<file path="src/rtl/ls_backtrack_ctrl_pkg.sv">
// Shared types and constants for the Armijo backtracking line-search controller.
package ls_pkg;

    typedef logic [31:0] float_t;

    typedef enum logic [2:0] {
        S_IDLE     = 3'd0,
        S_EVAL     = 3'd1,
        S_WAIT_CMP = 3'd2,
        S_DECIDE   = 3'd3,
        S_SHRINK   = 3'd4,
        S_DONE     = 3'd5
    } ls_state_e;

    localparam float_t FLOAT_ONE  = 32'h3F80_0000;
    localparam float_t FLOAT_HALF = 32'h3F00_0000;

    // Zero or flushed-denormal result: biased exponent field is all zeros.
    function automatic logic exp_is_zero(input float_t f);
        return (f[30:23] == 8'd0);
    endfunction

endpackage

</file>
<file path="src/rtl/ls_backtrack_ctrl_if.sv">
// Handshake bundle between the line-search controller, the evaluator/compare stage and the optimiser.
interface ls_backtrack_ctrl_if #(
    parameter int DATA_WIDTH = 32,
    parameter int ITER_W     = 5
);
    logic                  start;
    logic [DATA_WIDTH-1:0] alpha_init;
    logic [DATA_WIDTH-1:0] tau;
    logic                  eval_req;
    logic                  eval_valid;
    logic [DATA_WIDTH-1:0] alphai;
    logic                  result_compare;
    logic                  busy;
    logic                  done;
    logic                  success;
    logic [DATA_WIDTH-1:0] alpha_out;
    logic [ITER_W-1:0]     iter_count;

    modport master (
        output start, alpha_init, tau, eval_valid, result_compare,
        input  eval_req, alphai, busy, done, success, alpha_out, iter_count
    );

    modport slave (
        input  start, alpha_init, tau, eval_valid, result_compare,
        output eval_req, alphai, busy, done, success, alpha_out, iter_count
    );
endinterface

</file>
<file path="src/rtl/ls_backtrack_ctrl_float_mul.sv">
// Combinational single-precision multiply: round-to-nearest-even, zero/denormal inputs and
// underflowing results flush to signed zero, overflow saturates to infinity, no NaN handling.
module float_mul
    import ls_pkg::*;
(
    input  float_t i_a,
    input  float_t i_b,
    output float_t o_p
);

    logic               w_sign;
    logic [23:0]        w_ma;
    logic [23:0]        w_mb;
    logic [47:0]        w_prod;
    logic               w_norm;
    logic [23:0]        w_mant;
    logic               w_guard;
    logic               w_sticky;
    logic               w_round_up;
    logic [24:0]        w_mant_rnd;
    logic [22:0]        w_frac;
    logic signed [9:0]  w_ea;
    logic signed [9:0]  w_eb;
    logic signed [9:0]  w_exp;

    // Mantissa product, normalisation, rounding and exponent range handling.
    always_comb begin
        w_sign = i_a[31] ^ i_b[31];
        w_ma   = {1'b1, i_a[22:0]};
        w_mb   = {1'b1, i_b[22:0]};
        w_prod = {24'd0, w_ma} * {24'd0, w_mb};
        w_norm = w_prod[47];
        if (w_norm) begin
            w_mant   = w_prod[47:24];
            w_guard  = w_prod[23];
            w_sticky = |w_prod[22:0];
        end else begin
            w_mant   = w_prod[46:23];
            w_guard  = w_prod[22];
            w_sticky = |w_prod[21:0];
        end
        w_round_up = w_guard & (w_sticky | w_mant[0]);
        w_mant_rnd = {1'b0, w_mant} + {24'd0, w_round_up};
        // A carry out of rounding leaves 1.000.. so the fraction is the shifted-down zeros.
        w_frac = w_mant_rnd[24] ? w_mant_rnd[23:1] : w_mant_rnd[22:0];
        w_ea   = signed'({2'b00, i_a[30:23]});
        w_eb   = signed'({2'b00, i_b[30:23]});
        w_exp  = w_ea + w_eb - 10'sd127
               + (w_norm ? 10'sd1 : 10'sd0)
               + (w_mant_rnd[24] ? 10'sd1 : 10'sd0);
        if (exp_is_zero(i_a) || exp_is_zero(i_b)) begin
            o_p = {w_sign, 31'd0};
        end else if (w_exp <= 10'sd0) begin
            o_p = {w_sign, 31'd0};
        end else if (w_exp >= 10'sd255) begin
            o_p = {w_sign, 8'hFF, 23'd0};
        end else begin
            o_p = {w_sign, w_exp[7:0], w_frac};
        end
    end

endmodule

</file>
<file path="src/rtl/ls_backtrack_ctrl.sv">
// Armijo backtracking line-search controller: issues trial steps, waits for the compare
// verdict, accepts or shrinks by tau, and reports the outcome to the optimiser.
module ls_backtrack_ctrl
    import ls_pkg::*;
#(
    parameter int DATA_WIDTH = 32,
    parameter int MAX_ITER   = 16,
    parameter int CMP_LAT    = 1,
    parameter int ITER_W     = $clog2(MAX_ITER + 1)
) (
    input  logic               aclk,
    input  logic               areset,
    ls_backtrack_ctrl_if.slave bus
);

    localparam int                CNT_W    = (CMP_LAT > 1) ? $clog2(CMP_LAT) : 1;
    localparam logic [ITER_W-1:0] ITER_MAX = ITER_W'(MAX_ITER);
    localparam logic [ITER_W-1:0] ITER_ONE = ITER_W'(1);
    localparam logic [CNT_W-1:0]  CNT_LOAD = CNT_W'(CMP_LAT - 1);

    logic                  r_rst_meta;
    logic                  r_rst_sync;
    logic                  w_rst;
    ls_state_e             r_state;
    ls_state_e             w_state_nx;
    logic [DATA_WIDTH-1:0] r_alphai;
    logic [DATA_WIDTH-1:0] r_tau;
    logic [DATA_WIDTH-1:0] r_alpha_out;
    logic [ITER_W-1:0]     r_iter;
    logic [CNT_W-1:0]      r_cnt;
    logic                  r_success;
    logic                  r_busy;
    logic                  r_eval_req;
    logic                  r_done;
    logic                  w_busy_nx;
    logic                  w_eval_req_nx;
    logic                  w_done_nx;
    float_t                w_prod;
    logic                  w_prod_zero;

    // Reset asserts immediately and releases two clock edges after areset falls.
    always_ff @(posedge aclk or posedge areset) begin
        if (areset) begin
            r_rst_meta <= 1'b1;
            r_rst_sync <= 1'b1;
        end else begin
            r_rst_meta <= 1'b0;
            r_rst_sync <= r_rst_meta;
        end
    end

    assign w_rst = r_rst_sync;

    float_mul u_alpha_shrink (
        .i_a (r_alphai),
        .i_b (r_tau),
        .o_p (w_prod)
    );

    assign w_prod_zero = exp_is_zero(w_prod);

    // FSM state register.
    always_ff @(posedge aclk or posedge w_rst) begin
        if (w_rst) begin
            r_state <= S_IDLE;
        end else begin
            r_state <= w_state_nx;
        end
    end

    // FSM next-state decode.
    always_comb begin
        w_state_nx = r_state;
        case (r_state)
            S_IDLE: begin
                if (bus.start) w_state_nx = S_EVAL;
                else           w_state_nx = S_IDLE;
            end
            S_EVAL: begin
                if (bus.eval_valid) w_state_nx = S_WAIT_CMP;
                else                w_state_nx = S_EVAL;
            end
            S_WAIT_CMP: begin
                if (r_cnt == {CNT_W{1'b0}}) w_state_nx = S_DECIDE;
                else                        w_state_nx = S_WAIT_CMP;
            end
            S_DECIDE: begin
                if (bus.result_compare || (r_iter == ITER_MAX)) w_state_nx = S_DONE;
                else                                            w_state_nx = S_SHRINK;
            end
            S_SHRINK: begin
                if (w_prod_zero) w_state_nx = S_DONE;
                else             w_state_nx = S_EVAL;
            end
            S_DONE:  w_state_nx = S_IDLE;
            default: w_state_nx = S_IDLE;
        endcase
    end

    // Status decoded from the upcoming state so the registered flags line up with it.
    always_comb begin
        w_busy_nx     = (w_state_nx != S_IDLE);
        w_eval_req_nx = (w_state_nx == S_EVAL);
        w_done_nx     = (w_state_nx == S_DONE);
    end

    // Datapath registers and registered status outputs.
    always_ff @(posedge aclk or posedge w_rst) begin
        if (w_rst) begin
            r_alphai    <= {DATA_WIDTH{1'b0}};
            r_tau       <= {DATA_WIDTH{1'b0}};
            r_alpha_out <= {DATA_WIDTH{1'b0}};
            r_iter      <= {ITER_W{1'b0}};
            r_cnt       <= {CNT_W{1'b0}};
            r_success   <= 1'b0;
            r_busy      <= 1'b0;
            r_eval_req  <= 1'b0;
            r_done      <= 1'b0;
        end else begin
            r_busy     <= w_busy_nx;
            r_eval_req <= w_eval_req_nx;
            r_done     <= w_done_nx;
            case (r_state)
                S_IDLE: begin
                    if (bus.start) begin
                        r_alphai  <= bus.alpha_init;
                        r_tau     <= bus.tau;
                        r_iter    <= ITER_ONE;
                        r_success <= 1'b0;
                    end
                end
                S_EVAL: begin
                    if (bus.eval_valid) r_cnt <= CNT_LOAD;
                end
                S_WAIT_CMP: begin
                    if (r_cnt != {CNT_W{1'b0}}) r_cnt <= r_cnt - {{(CNT_W-1){1'b0}}, 1'b1};
                end
                S_DECIDE: begin
                    if (bus.result_compare) begin
                        r_success   <= 1'b1;
                        r_alpha_out <= r_alphai;
                    end else if (r_iter == ITER_MAX) begin
                        r_success   <= 1'b0;
                        r_alpha_out <= r_alphai;
                    end
                end
                S_SHRINK: begin
                    r_alphai <= w_prod;
                    // An underflowed step cannot make progress; report it as the failed result.
                    if (w_prod_zero) begin
                        r_success   <= 1'b0;
                        r_alpha_out <= w_prod;
                    end else begin
                        r_iter <= r_iter + ITER_ONE;
                    end
                end
                S_DONE: begin
                    r_cnt <= {CNT_W{1'b0}};
                end
                default: begin
                    r_cnt <= {CNT_W{1'b0}};
                end
            endcase
        end
    end

    assign bus.eval_req   = r_eval_req;
    assign bus.alphai     = r_alphai;
    assign bus.busy       = r_busy;
    assign bus.done       = r_done;
    assign bus.success    = r_success;
    assign bus.alpha_out  = r_alpha_out;
    assign bus.iter_count = r_iter;

endmodule

</file>
<file path="src/flat_wrapper.sv">
// flat-port wrapper written by rule: the top's interface ports become plain ports
module ls_backtrack_ctrl_flat import ls_pkg::*;
#(
    parameter int DATA_WIDTH = 32,
    parameter int MAX_ITER   = 16,
    parameter int CMP_LAT    = 1,
    parameter int ITER_W     = $clog2(MAX_ITER + 1)
)
  (aclk, areset, bus_start, bus_alpha_init, bus_tau, bus_eval_valid, bus_result_compare, bus_eval_req, bus_alphai, bus_busy, bus_done, bus_success, bus_alpha_out, bus_iter_count);
  ls_backtrack_ctrl_if #(.DATA_WIDTH(DATA_WIDTH), .ITER_W(ITER_W)) bus_i ();
  input  logic aclk;
  input  logic areset;
  input wire logic [$bits(bus_i.start)-1:0] bus_start;
  input wire logic [$bits(bus_i.alpha_init)-1:0] bus_alpha_init;
  input wire logic [$bits(bus_i.tau)-1:0] bus_tau;
  input wire logic [$bits(bus_i.eval_valid)-1:0] bus_eval_valid;
  input wire logic [$bits(bus_i.result_compare)-1:0] bus_result_compare;
  output wire logic [$bits(bus_i.eval_req)-1:0] bus_eval_req;
  output wire logic [$bits(bus_i.alphai)-1:0] bus_alphai;
  output wire logic [$bits(bus_i.busy)-1:0] bus_busy;
  output wire logic [$bits(bus_i.done)-1:0] bus_done;
  output wire logic [$bits(bus_i.success)-1:0] bus_success;
  output wire logic [$bits(bus_i.alpha_out)-1:0] bus_alpha_out;
  output wire logic [$bits(bus_i.iter_count)-1:0] bus_iter_count;
  assign bus_i.start = bus_start;
  assign bus_i.alpha_init = bus_alpha_init;
  assign bus_i.tau = bus_tau;
  assign bus_i.eval_valid = bus_eval_valid;
  assign bus_i.result_compare = bus_result_compare;
  assign bus_eval_req = bus_i.eval_req;
  assign bus_alphai = bus_i.alphai;
  assign bus_busy = bus_i.busy;
  assign bus_done = bus_i.done;
  assign bus_success = bus_i.success;
  assign bus_alpha_out = bus_i.alpha_out;
  assign bus_iter_count = bus_i.iter_count;
  ls_backtrack_ctrl #(.DATA_WIDTH(DATA_WIDTH), .MAX_ITER(MAX_ITER), .CMP_LAT(CMP_LAT), .ITER_W(ITER_W)) u_core (.aclk(aclk), .areset(areset), .bus(bus_i));
endmodule
</file>
<file path="config.mk">
export PLATFORM = sky130hd
export DESIGN_NAME = ls_backtrack_ctrl_flat
export DESIGN_NICKNAME = d
export VERILOG_FILES = /design/src/rtl/ls_backtrack_ctrl_pkg.sv /design/src/rtl/ls_backtrack_ctrl_if.sv /design/src/rtl/ls_backtrack_ctrl_float_mul.sv /design/src/rtl/ls_backtrack_ctrl.sv /design/src/flat_wrapper.sv
export SDC_FILE = /design/constraint.sdc
export NUM_CORES = 2
export LEC_CHECK = 0
export CORE_MARGIN = 4
export CORE_UTILIZATION = 45
export DETAILED_ROUTE_END_ITERATION = 10
export PLACE_DENSITY = 0.65
export SLEW_MARGIN = 20
export SYNTH_ARGS = -nofsm -noshare
export SYNTH_HDL_FRONTEND = slang
export SYNTH_SLANG_ARGS = --single-unit
</file>
<file path="constraint.sdc">
create_clock -name aclk -period 3.7 [get_ports aclk]
set_input_delay 1.11 -clock aclk [delete_from_list [all_inputs] [get_ports aclk]]
set_output_delay 1.11 -clock aclk [all_outputs]
set_load 0.02 [all_outputs]
</file>
==> impl_metrics.env <==
export IMPL_status="complete, but fails checks"
export IMPL_violations="setup timing"
export IMPL_cp_max_fo=4
export IMPL_synthXorXnorAreaFrac_pct=2.31
export IMPL_multi_input_area_mm2=0.0212
export IMPL_portBuffers=141
export IMPL_synth_most_common_cell="inv_1"
export IMPL_hold_path_endpoint="u_core.r_rst_sync$_DFF_PP1_"
export IMPL_synth_edff_count=0
export IMPL_hold_path_class="register to register"
export IMPL_cap_violations=0
export IMPL_cts_sinks=110
export IMPL_drtAntennaViolNets=0
export IMPL_die_h_um=247
export IMPL_clockRootBuffer="clkbuf_16"
export IMPL_synth_top_family_by_area="adder cells"
export IMPL_totalWireLength_um=94500
export IMPL_drive_gt1_share_pct=25.3
export IMPL_slowest_stage="fa_1"
export IMPL_cp_end_kind="register"
export IMPL_fmaxAchievable_mhz=92.6
export IMPL_path_common_cell="buf_4"
export IMPL_min_delay_start="u_core.r_rst_meta$_DFF_PP1_"
export IMPL_synth_flop_cell="dfrtp_1"
export IMPL_clock_latency_ns=0.41
export IMPL_grt_overflow=0
export IMPL_synth_simple_area_share_pct=19.0
export IMPL_die_w_um=247
export IMPL_slew_headroom_pct=50.0
export IMPL_grtUsageTotal_pct=31.2
export IMPL_ys_seq_elements=110
export IMPL_n_fill_cell=4862
export IMPL_grt_pass1_vias=25800
export IMPL_dieArea_mm2=0.0612
export IMPL_wire_per_inst_um=21.3
export IMPL_seq_area_mm2=0.00281
export IMPL_finalHoldViolations=0
export IMPL_synth_compound_area_share_pct=9.03
export IMPL_worstPathRequired_ns=3.98
export IMPL_place_hpwl_um=75300
export IMPL_cts_tree="yes"
export IMPL_synth_fp_nets=3764
export IMPL_grt_start_max_net_pins=56
export IMPL_ys_seq_area_share_pct=10.7
export IMPL_rr_startpoint="u_core.bus.alphai[15]$_DFFE_PP0P_"
export IMPL_nets=4409
export IMPL_fin_crit_ns=10.80
export IMPL_viasPerCell=5.37
export IMPL_synth_top_area_share_pct=37.6
export IMPL_tightest_slew_ns=0.750
export IMPL_dr_pass1_iters=6
export IMPL_fin_crit_sh_pct=292
export IMPL_rsz0062_at_grt="true"
export IMPL_yosys_top_cells_count="inv_1, fa_1, nand2_1"
export IMPL_worstReg2RegEnd="u_core.bus.alphai[0]$_DFFE_PP0P_"
export IMPL_area_growth_syn_to_layout_pct=34.3
export IMPL_yosys_area_share_adder_pct=46.8
export IMPL_min_path_cells=0
export IMPL_max_stage_delay_ns=0.55
export IMPL_yosys_area_top_type="fa_1"
export IMPL_cts_path_max_buffers=2
export IMPL_critPathKind="register to register"
export IMPL_fin_skew_ns=0.0229
export IMPL_synth_async_reset_ratio_pct=100
export IMPL_diodes=0
export IMPL_numCtsBuffers=9
export IMPL_slew_viol_final=0
export IMPL_cp_start_kind="register"
export IMPL_grt_pass1_wl_um=145000
export IMPL_synthMuxAreaShare_pct=0.408
export IMPL_ys_types=94
export IMPL_num_vias=23800
export IMPL_clkSlewWorstSetupHoldPaths_ns=0.10
export IMPL_tns_ns=-504.50
export IMPL_r2r_cells=59
export IMPL_antenna_found_initial=4
export IMPL_synth_area_mm2=0.0258
export IMPL_synthTopCellsByArea="fa_1, dfrtp_1, ha_1"
export IMPL_crit_start="u_core.bus.alphai[15]$_DFFE_PP0P_"
export IMPL_setup_viol=73
export IMPL_drc_errors=0
export IMPL_postLayoutCoreUtil_pct=61.2
export IMPL_setup_ws_ns=-7.10
export IMPL_netlist_instances=3020
export IMPL_arrival_ns=11.07
export IMPL_htree_levels=3
export IMPL_place_congestion=0.993
export IMPL_yosys_warnings=0
export IMPL_reg2reg_slack_ns=-7.10
export IMPL_io_pins=142
export IMPL_fp_row_count=87
export IMPL_cts_hold_buf=0
export IMPL_drt_iter0_drc=1713
export IMPL_core_area_mm2=0.0566
export IMPL_syn_area_per_cell_um2=8.54
export IMPL_start_util_pct=45.6
[routing by layer]
| metal | vias up | GRT usage, % | wire length, um |
|---|---|---|---|
| met5 | - | 0 | 46 |
| met4 | 6 | 15.3 | 5420 |
| met3 | 267 | 6.35 | 6800 |
| met2 | 929 | 51.7 | 45500 |
| met1 | 12000 | 39.1 | 36700 |
| li1 | 10600 | - | - |
[timing repair]
action / CTS / global route
endpoints found under the setup margin: 73 / 73
cloned: 7 / 4
pin swaps: 95 / 37
buffers inserted: 114 / 16
resized for setup: 208 / 80
[sequential cells by signal, indices dropped and copies added, names as in the netlist]
name and cells:
u_core.bus.alpha_out 32, u_core.bus.eval_req 1, u_core.bus.alphai 32, u_core.r_tau 32
u_core.bus.busy 1, u_core.r_rst_sync 1, u_core.bus.success 1, u_core.bus.done 1
u_core.r_rst_meta 1, u_core.r_state 3, u_core.bus.iter_count 5
[worst max-delay path by stage]
stage | slack [ns] | cells past startpoint | to
floorplan | -6.82 | 45 | u_core.bus.alpha_out[23]$_DFFE_PP0P_
global placement | -7.89 | 44 | u_core.bus.alphai[18]$_DFFE_PP0P_
detailed placement | -7.79 | 43 | u_core.bus.alphai[14]$_DFFE_PP0P_
CTS | -6.94 | 43 | u_core.bus.alphai[14]$_DFFE_PP0P_
global route | -7.46 | 50 | u_core.bus.alpha_out[10]$_DFFE_PP0P_
finish | -7.10 | 59 | u_core.bus.alphai[0]$_DFFE_PP0P_
[final cells by class]
cell class	count	share of cell area, %
multi-input combinational	2123	61.1
timing repair buffer	786	20.2
sequential	110	8.12
inverter	635	6.92
tap	756	2.73
clock buffer	9	0.650
clock inverter	7	0.264
[cell usage in the layout, fill, tap and decap left out, drive strengths merged, types with 21 or more instances in the layout]
master,Yosys,final
a21o,21,21
a21oi,76,76
a31oi,23,23
and2,251,251
buf,24,641
clkdlybuf4s50,0,141
dfrtp,108,108
fa,484,484
ha,191,191
inv,632,634
nand2,451,451
nand3,51,51
nor2,128,128
nor3,29,29
o21ai,113,113
xnor2,38,38
xor2,30,30
[kinds of logic after synthesis]
family | Yosys count
AND/OR/NAND/NOR | 1012
buffers and inverters | 788
adder cells (fa/ha/maj) | 675
AO/OA/AOI/OAI | 356
flip-flops | 110
XOR/XNOR | 68
multiplexers | 10
other | 1
[metrics by stage]
stage          hold WS [ns]  setup slack, ns  instances  area [um^2]
2_1_floorplan         0.345            -6.82       3020        26400
3_3_place_gp          0.348            -7.89       4270        31700
3_5_place_dp          0.352            -7.79       4270        31700
4_1_cts               0.365            -6.94       4407        34100
5_1_grt               0.371            -7.46       4426        34600
6_report              0.363            -7.10       4426        34600
[critical path: cells and delay by family (launching register included)]
family	cells	cell delay [ns]
XOR/XNOR	1	0.10
buffers and inverters	40	4.80
adder cells (fa/ha/maj)	8	3.70
AND/OR/NAND/NOR	5	0.71
AO/OA/AOI/OAI	5	0.77
flip-flops	1	0.54
Power is left out: the tool's default activity adds up to more than one toggle a clock period on the data nets, which glitch-free logic cannot reach.
